<file path="config.mk">
export PLATFORM = sky130hd
export DESIGN_NAME = mul_div_unit_flat
export DESIGN_NICKNAME = d
export VERILOG_FILES = /design/src/rtl/md_pkg.sv /design/src/rtl/mul_div_unit_if.sv /design/src/rtl/md_iter_core.sv /design/src/rtl/mul_div_unit.sv /design/src/flat_wrapper.sv
export SDC_FILE = /design/constraint.sdc
export NUM_CORES = 1
export LEC_CHECK = 0
export ABC_AREA = 1
export CORE_MARGIN = 8
export CORE_UTILIZATION = 45
export DETAILED_ROUTE_END_ITERATION = 7
export REMOVE_ABC_BUFFERS = 1
export SKIP_CTS_REPAIR_TIMING = 1
export SYNTH_ARGS = -nofsm -noshare
export SYNTH_HDL_FRONTEND = slang
export SYNTH_SLANG_ARGS = --single-unit
</file>
<file path="constraint.sdc">
create_clock -name clk -period 3.9 [get_ports clk]
set_input_delay 0.78 -clock clk [delete_from_list [all_inputs] [get_ports clk]]
set_output_delay 0.78 -clock clk [all_outputs]
set_load 0.05 [all_outputs]
</file>
<file path="src/rtl/md_pkg.sv">
// Shared definitions for the multiply/divide unit: op encoding, FSM states
// and a small op-classification helper.
package md_pkg;

   localparam logic [2:0] MD_MULT  = 3'd0;
   localparam logic [2:0] MD_MULTU = 3'd1;
   localparam logic [2:0] MD_DIV   = 3'd2;
   localparam logic [2:0] MD_DIVU  = 3'd3;
   localparam logic [2:0] MD_MTHI  = 3'd4;
   localparam logic [2:0] MD_MTLO  = 3'd5;

   typedef enum logic [1:0] {
      MD_IDLE = 2'd0,
      MD_RUN  = 2'd1,
      MD_FIN  = 2'd2
   } md_state_e;

   // True for the ops that need the iterative datapath.
   function automatic logic is_iter_op(input logic [2:0] op);
      return (op == MD_MULT) || (op == MD_MULTU) || (op == MD_DIV) || (op == MD_DIVU);
   endfunction

   // True for the ops whose operands are two's complement.
   function automatic logic is_signed_op(input logic [2:0] op);
      return (op == MD_MULT) || (op == MD_DIV);
   endfunction

endpackage

</file>
<file path="src/rtl/mul_div_unit_if.sv">
// Pipeline-side bundle for the multiply/divide unit.
// Handshake: a request (start=1) is accepted on the rising edge where
// busy=0 and flush=0; while busy=1 start is ignored (no queueing). done is a
// one-cycle pulse in the cycle hi/lo first show a MULT/DIV result. MTHI/MTLO
// complete at the accepting edge and never raise busy or done.
interface mul_div_unit_if #(parameter int WIDTH = 32);
   logic             start;
   logic [2:0]       op;
   logic [WIDTH-1:0] a;
   logic [WIDTH-1:0] b;
   logic             flush;
   logic             busy;
   logic             done;
   logic [WIDTH-1:0] hi;
   logic [WIDTH-1:0] lo;

   modport master (output start, op, a, b, flush, input busy, done, hi, lo);
   modport slave  (input start, op, a, b, flush, output busy, done, hi, lo);
endinterface

</file>
<file path="src/rtl/md_iter_core.sv">
// Shared radix-2 iteration datapath: a 2*WIDTH shift register and one
// WIDTH+1-bit adder/subtractor. mode=0 runs shift-add multiply (right
// shift), mode=1 runs restoring shift-subtract divide (left shift).
module md_iter_core #(
   parameter int WIDTH = 32
) (
   input  logic               clk,
   input  logic               rst_n,
   input  logic               load,
   input  logic               step,
   input  logic               mode,
   input  logic [WIDTH-1:0]   lo_in,
   input  logic [WIDTH-1:0]   opd_in,
   output logic [2*WIDTH-1:0] acc_nxt
);

   logic [2*WIDTH-1:0] acc_q;
   logic [WIDTH-1:0]   opd_q;
   logic [WIDTH:0]     x, y, s;
   logic               ge;

   // One step of the selected algorithm; x/y feed the single adder.
   always_comb begin
      y       = {1'b0, opd_q};
      x       = '0;
      s       = '0;
      ge      = 1'b0;
      acc_nxt = acc_q;
      if (mode) begin
         // Partial remainder shifted left by one with next dividend bit.
         x  = {acc_q[2*WIDTH-1:WIDTH], acc_q[WIDTH-1]};
         s  = x - y;
         // x[WIDTH] set means x exceeds any divisor (covers divisor 0).
         ge = x[WIDTH] | ~s[WIDTH];
         acc_nxt = ge ? {s[WIDTH-1:0], acc_q[WIDTH-2:0], 1'b1}
                      : {x[WIDTH-1:0], acc_q[WIDTH-2:0], 1'b0};
      end else begin
         x = {1'b0, acc_q[2*WIDTH-1:WIDTH]};
         s = x + y;
         acc_nxt = acc_q[0] ? {s, acc_q[WIDTH-1:1]} : {x, acc_q[WIDTH-1:1]};
      end
   end

   // Load operands on accept, advance one step per running cycle.
   always_ff @(posedge clk or negedge rst_n) begin
      if (!rst_n) begin
         acc_q <= '0;
         opd_q <= '0;
      end else if (load) begin
         acc_q <= {{WIDTH{1'b0}}, lo_in};
         opd_q <= opd_in;
      end else if (step) begin
         acc_q <= acc_nxt;
      end
   end

endmodule

</file>
<file path="src/rtl/mul_div_unit.sv">
// Multi-cycle MULT/MULTU/DIV/DIVU/MTHI/MTLO unit with architectural HI/LO.
// Operands are reduced to magnitudes on accept; signs are reapplied when the
// final step is written into hi/lo.
module mul_div_unit
   import md_pkg::*;
#(
   parameter int WIDTH = 32
) (
   input  logic           clk,
   input  logic           rst_n,
   mul_div_unit_if.slave  bus,
   output md_state_e      state_dbg
);

   localparam int CNT_W = $clog2(WIDTH + 1);

   md_state_e          state_q, state_d;
   logic [CNT_W-1:0]   cnt_q;
   logic               is_mul_q, q_neg_q, r_neg_q;
   logic [WIDTH-1:0]   hi_q, lo_q;
   logic               can_start, accept_iter, accept_mt, last_step;
   logic               a_neg, b_neg, is_mul_op;
   logic [WIDTH-1:0]   abs_a, abs_b;
   logic [2*WIDTH-1:0] acc_nxt, prod;
   logic [WIDTH-1:0]   quot, rem, res_hi, res_lo;

   // Request qualification and operand magnitude extraction.
   always_comb begin
      can_start   = bus.start && !bus.flush && (state_q != MD_RUN);
      accept_iter = can_start && is_iter_op(bus.op);
      accept_mt   = can_start && ((bus.op == MD_MTHI) || (bus.op == MD_MTLO));
      last_step   = (state_q == MD_RUN) && !bus.flush && (cnt_q == CNT_W'(WIDTH - 1));
      is_mul_op   = (bus.op == MD_MULT) || (bus.op == MD_MULTU);
      a_neg       = is_signed_op(bus.op) && bus.a[WIDTH-1];
      b_neg       = is_signed_op(bus.op) && bus.b[WIDTH-1];
      abs_a       = a_neg ? (~bus.a + WIDTH'(1)) : bus.a;
      abs_b       = b_neg ? (~bus.b + WIDTH'(1)) : bus.b;
   end

   md_iter_core #(.WIDTH(WIDTH)) u_core (
      .clk     (clk),
      .rst_n   (rst_n),
      .load    (accept_iter),
      .step    (state_q == MD_RUN),
      .mode    (!is_mul_q),
      .lo_in   (is_mul_op ? abs_b : abs_a),
      .opd_in  (is_mul_op ? abs_a : abs_b),
      .acc_nxt (acc_nxt)
   );

   // Sign fix-up of the final step before it lands in hi/lo.
   always_comb begin
      prod = q_neg_q ? (~acc_nxt + (2*WIDTH)'(1)) : acc_nxt;
      quot = acc_nxt[WIDTH-1:0];
      rem  = acc_nxt[2*WIDTH-1:WIDTH];
      if (is_mul_q) begin
         res_hi = prod[2*WIDTH-1:WIDTH];
         res_lo = prod[WIDTH-1:0];
      end else begin
         res_hi = r_neg_q ? (~rem + WIDTH'(1)) : rem;
         res_lo = q_neg_q ? (~quot + WIDTH'(1)) : quot;
      end
   end

   // FSM state register.
   always_ff @(posedge clk or negedge rst_n) begin
      if (!rst_n) state_q <= MD_IDLE;
      else        state_q <= state_d;
   end

   // FSM next state: flush always wins, FIN may chain straight into RUN.
   always_comb begin
      state_d = state_q;
      case (state_q)
         MD_RUN: begin
            if (bus.flush)     state_d = MD_IDLE;
            else if (last_step) state_d = MD_FIN;
         end
         default: state_d = accept_iter ? MD_RUN : MD_IDLE;
      endcase
   end

   // FSM outputs.
   always_comb begin
      bus.busy  = (state_q == MD_RUN);
      bus.done  = (state_q == MD_FIN);
      bus.hi    = hi_q;
      bus.lo    = lo_q;
      state_dbg = state_q;
   end

   // Step counter and result-sign flags captured on accept.
   always_ff @(posedge clk or negedge rst_n) begin
      if (!rst_n) begin
         cnt_q    <= '0;
         is_mul_q <= 1'b0;
         q_neg_q  <= 1'b0;
         r_neg_q  <= 1'b0;
      end else if (accept_iter) begin
         cnt_q    <= '0;
         is_mul_q <= is_mul_op;
         // A zero divisor keeps the all-ones quotient unsigned.
         q_neg_q  <= (a_neg ^ b_neg) && (is_mul_op || (bus.b != '0));
         r_neg_q  <= a_neg;
      end else if (state_q == MD_RUN) begin
         cnt_q <= cnt_q + CNT_W'(1);
      end
   end

   // HI/LO change only on result write or MTHI/MTLO.
   always_ff @(posedge clk or negedge rst_n) begin
      if (!rst_n) begin
         hi_q <= '0;
         lo_q <= '0;
      end else if (last_step) begin
         hi_q <= res_hi;
         lo_q <= res_lo;
      end else if (accept_mt) begin
         if (bus.op == MD_MTHI) hi_q <= bus.a;
         else                   lo_q <= bus.a;
      end
   end

endmodule

</file>
<file path="src/flat_wrapper.sv">
// flat-port wrapper written by rule: the top's interface ports become plain ports
module mul_div_unit_flat import md_pkg::*;
#(
   parameter int WIDTH = 32
)
  (clk, rst_n, state_dbg, bus_start, bus_op, bus_a, bus_b, bus_flush, bus_busy, bus_done, bus_hi, bus_lo);
  mul_div_unit_if #(.WIDTH(WIDTH)) bus_i ();
  input  logic clk;
  input  logic rst_n;
  output md_state_e state_dbg;
  input wire logic [$bits(bus_i.start)-1:0] bus_start;
  input wire logic [$bits(bus_i.op)-1:0] bus_op;
  input wire logic [$bits(bus_i.a)-1:0] bus_a;
  input wire logic [$bits(bus_i.b)-1:0] bus_b;
  input wire logic [$bits(bus_i.flush)-1:0] bus_flush;
  output wire logic [$bits(bus_i.busy)-1:0] bus_busy;
  output wire logic [$bits(bus_i.done)-1:0] bus_done;
  output wire logic [$bits(bus_i.hi)-1:0] bus_hi;
  output wire logic [$bits(bus_i.lo)-1:0] bus_lo;
  assign bus_i.start = bus_start;
  assign bus_i.op = bus_op;
  assign bus_i.a = bus_a;
  assign bus_i.b = bus_b;
  assign bus_i.flush = bus_flush;
  assign bus_busy = bus_i.busy;
  assign bus_done = bus_i.done;
  assign bus_hi = bus_i.hi;
  assign bus_lo = bus_i.lo;
  mul_div_unit #(.WIDTH(WIDTH)) u_core (.clk(clk), .rst_n(rst_n), .bus(bus_i), .state_dbg(state_dbg));
endmodule
</file>
==> summary.md <==
| Metric | Value |
|---|---|
| Router iterations before antenna repair | `8` |
| Fin worst setup slack | `-2.18 ps` |
| Total wire length | `86700 µm` |
| RSZ-0062 raised after global routing | `true` |
| Worst EP arrival | `4260 ps` |
| Most common cell on crit path | `nand2_2` |
| Netlist Area Pre-Place | `18300 µm²` |
| Die width | `218 µm` |
| Post-synthesis cell count | `3045` |
| Top cells by count, synth | `nand2_1 (952), inv_1 (504), nor2_1 (257)` |
| Area leader, netlist | `dfrtp_1` |
| Layout cells sized above 1 | `14.6%` |
| Dpl cells | `3856` |
| Worst hold path class | `in -> async` |
| Top cell type's share of synthesized area | `23.4%` |
| Ys flop type | `dfrtp_1` |
| CTS tree | `yes` |
| Synth cell types | `58` |
| Post-synthesis sequential area ratio | `23.4%` |
| R2R setup slack | `-2 ps` |
| Hold Fails Final Rpt | `0` |
| Setup violators final | `1` |
| Deepest clock path buffer count | `2` |
| Buf/Inv on CP | `6` |
| Final cell count without fillers | `3915` |
| FP Rows | `74` |
| Syn Area/Cell | `6.01 µm²` |
| Drt drc | `0` |
| Wire per inst | `22.2 µm` |
| Worst R2R End | `u_core.bus.hi[30]$_DFFE_PN0P_` |
| GRT Resource Usage Total | `35.7%` |
| Pwr Density | `824 nW/µm²` |
| Status | `finished, violations left` |
| Worst-path clk slew | `70 ps` |
| Crit path max fanout | `4` |
| Maximum VDD drop | `0.000375 V` |
| IO Pins | `139` |
| Reg2reg path depth | `34` |
| Die footprint | `47400 µm²` |
| Syn. warnings | `0` |
| Port bufs | `138` |
| Die height | `218 µm` |
| Post-DP HPWL | `68600 µm` |
| Area Growth Syn to Fin | `25.2%` |
| Clock latency on the worst-skew pair | `480 ps` |
| Leak Pwr | `11.8 nW` |
| Minimum clock period after layout | `3900 ps` |
| Root buffer cell | `clkbuf_16` |
| Setup_tns | `-2.18 ps` |
| Most numerous cell in the Yosys netlist | `nand2_1` |
| RePlAce Congestion | `1.01` |
| Failing checks | `setup timing` |
| Worst Skew | `15.0 ps` |
| Critical Path Max Stage Delay | `380 ps` |
| Top delay family on crit path | `simple AND/OR/NAND/NOR gates` |
| Initial antenna violation count | `3` |
| Via count | `22400` |
| Initial cell density of the core | `45.2%` |
| Final instance area | `22900 µm²` |
| Number of synthesized flops with an enable pin | `0` |
| Area contributors post-synth | `dfrtp_1 (23%), nand2_1 (20%), inv_1 (10%), nand3_1 (6.9%), nor2_1 (5.3%)` |
| Critical path's slowest cell | `dfrtp_1` |
| Via density per instance | `5.71` |
| CTS sink count | `171` |
| Final ANT Viol Nets | `0` |
| Max-cap violations | `0` |
| DRT iter0 DRCs | `2602` |
| Worst slew margin | `36.2%` |
| Total CTS buffers | `17` |
| Slew @ Worst Pin | `956 ps` |
| Post-synth ARST share | `100%` |
| Grt ovf | `0` |
| N_diodes | `0` |
| Crit share post-route | `100%` |
| Crit. End Element | `register` |
| Setup crit start kind | `register` |
| Post-place instance area | `21700 µm²` |
| Yosys reg bits | `171` |
| Final nets | `3512` |
| CP startpoint | `u_core.u_core.opd_q[23]$_DFFE_PN0P_` |
| First-pass GRT wire length | `129000 µm` |
| Critical path type | `reg -> reg` |
| Placeable Area | `40500 µm²` |
| Power Total | `18.9 mW` |
| Via count of the first global-routing pass | `21400` |
| Reg2reg start | `u_core.u_core.opd_q[23]$_DFFE_PN0P_` |
| Largest net degree at the start of global routing | `74` |
| Max Fclk | `256 MHz` |
| Critical Path RT | `4260 ps` |
| Slew Viols, Final | `0` |
| H-tree levels | `4` |
state kept, by name, summed over array words and instances (netlist names):
signal,flops
u_core.bus.hi,32
u_core.bus.lo,32
u_core.cnt_q,6
u_core.is_mul_q,1
u_core.q_neg_q,1
u_core.r_neg_q,1
u_core.state_dbg,2
u_core.u_core.acc_q,64
u_core.u_core.opd_q,32
cell usage in the layout, fill, tap and decap left out, types with 31 or more instances in the layout:
cell / instances
nand2_1: 934
inv_1: 496
buf_4: 266
nor2_1: 247
nand3_1: 245
dfrtp_1: 169
clkdlybuf4s50_1: 136
o21ai_0: 130
a21oi_1: 110
xor2_1: 55
ha_1: 55
o221ai_1: 54
o22ai_1: 43
nand2_2: 35
o211ai_1: 31
nand4_1: 31
metal layers:
metal / global-route usage (%) / share of wire, % / vias to the layer above
li1: - / - / 10400
met1: 45.9 / 40 / 10500
met2: 56.8 / 45 / 1229
met3: 6.98 / 9.0 / 244
met4: 17.7 / 5.7 / 2
met5: 0 / 0.015 / -
cell type report:
class	instances	area [µm²]
clock inverters	14	159
repair buffers	409	3460
well taps	532	666
clock buffers	18	439
fillers	4041	17500
inverters	526	1980
multi-input cells	2245	11900
flip-flops and latches	171	4280
stage by stage:
step	setup slack [ps]	hold WS, ps	util [%]
3_3_place_gp	-111	482	53.7
3_5_place_dp	-195	476	53.7
2_1_floorplan	-2990	471	-
5_1_grt	-197	395	56.6
4_1_cts	-228	380	55.2
6_report	-2.18	334	56.6
cell families after synthesis:
family / count (synthesis) / synth area share [%]
AND/OR/NAND/NOR: 1637 / 38.9
adder cells (fa/ha/maj): 71 / 4.94
flip-flops: 171 / 23.4
AO/OA/AOI/OAI: 455 / 15.4
buffers and inverters: 629 / 13.5
XOR/XNOR: 82 / 3.92
worst reg2reg max path: cells and delay by family (launching register included):
kind	cells	cell delay (ps)
buffers and inverters	6	470
and+or+nand+nor	25	2360
AOI/OAI and AO/OA	1	230
DFF	1	380
adders and majority gates	2	350
worst max path at each step:
| stage | endpoint | slack, ps | cells after the start |
|---|---|---|---|
| after floorplan | u_core.u_core.acc_q[12]$_DFFE_PN0P_ | -2990 | 10 |
| after global placement | u_core.bus.hi[30]$_DFFE_PN0P_ | -110 | 29 |
| after detailed placement | u_core.bus.hi[30]$_DFFE_PN0P_ | -200 | 29 |
| after CTS | u_core.bus.hi[30]$_DFFE_PN0P_ | -230 | 29 |
| after global routing | u_core.bus.hi[30]$_DFFE_PN0P_ | -200 | 32 |
| final | u_core.bus.hi[30]$_DFFE_PN0P_ | -2 | 34 |
where the power goes:
| part | internal, mW | total (mW) | switching, mW |
|---|---|---|---|
| logic | 4.79 | 14.3 | 9.49 |
| registers | 2.29 | 2.75 | 0.456 |
| clock network | 0.974 | 1.85 | 0.881 |
| total | 8.06 | 18.9 | 10.8 |
No activity file was read; power rests on OpenSTA's default activity.
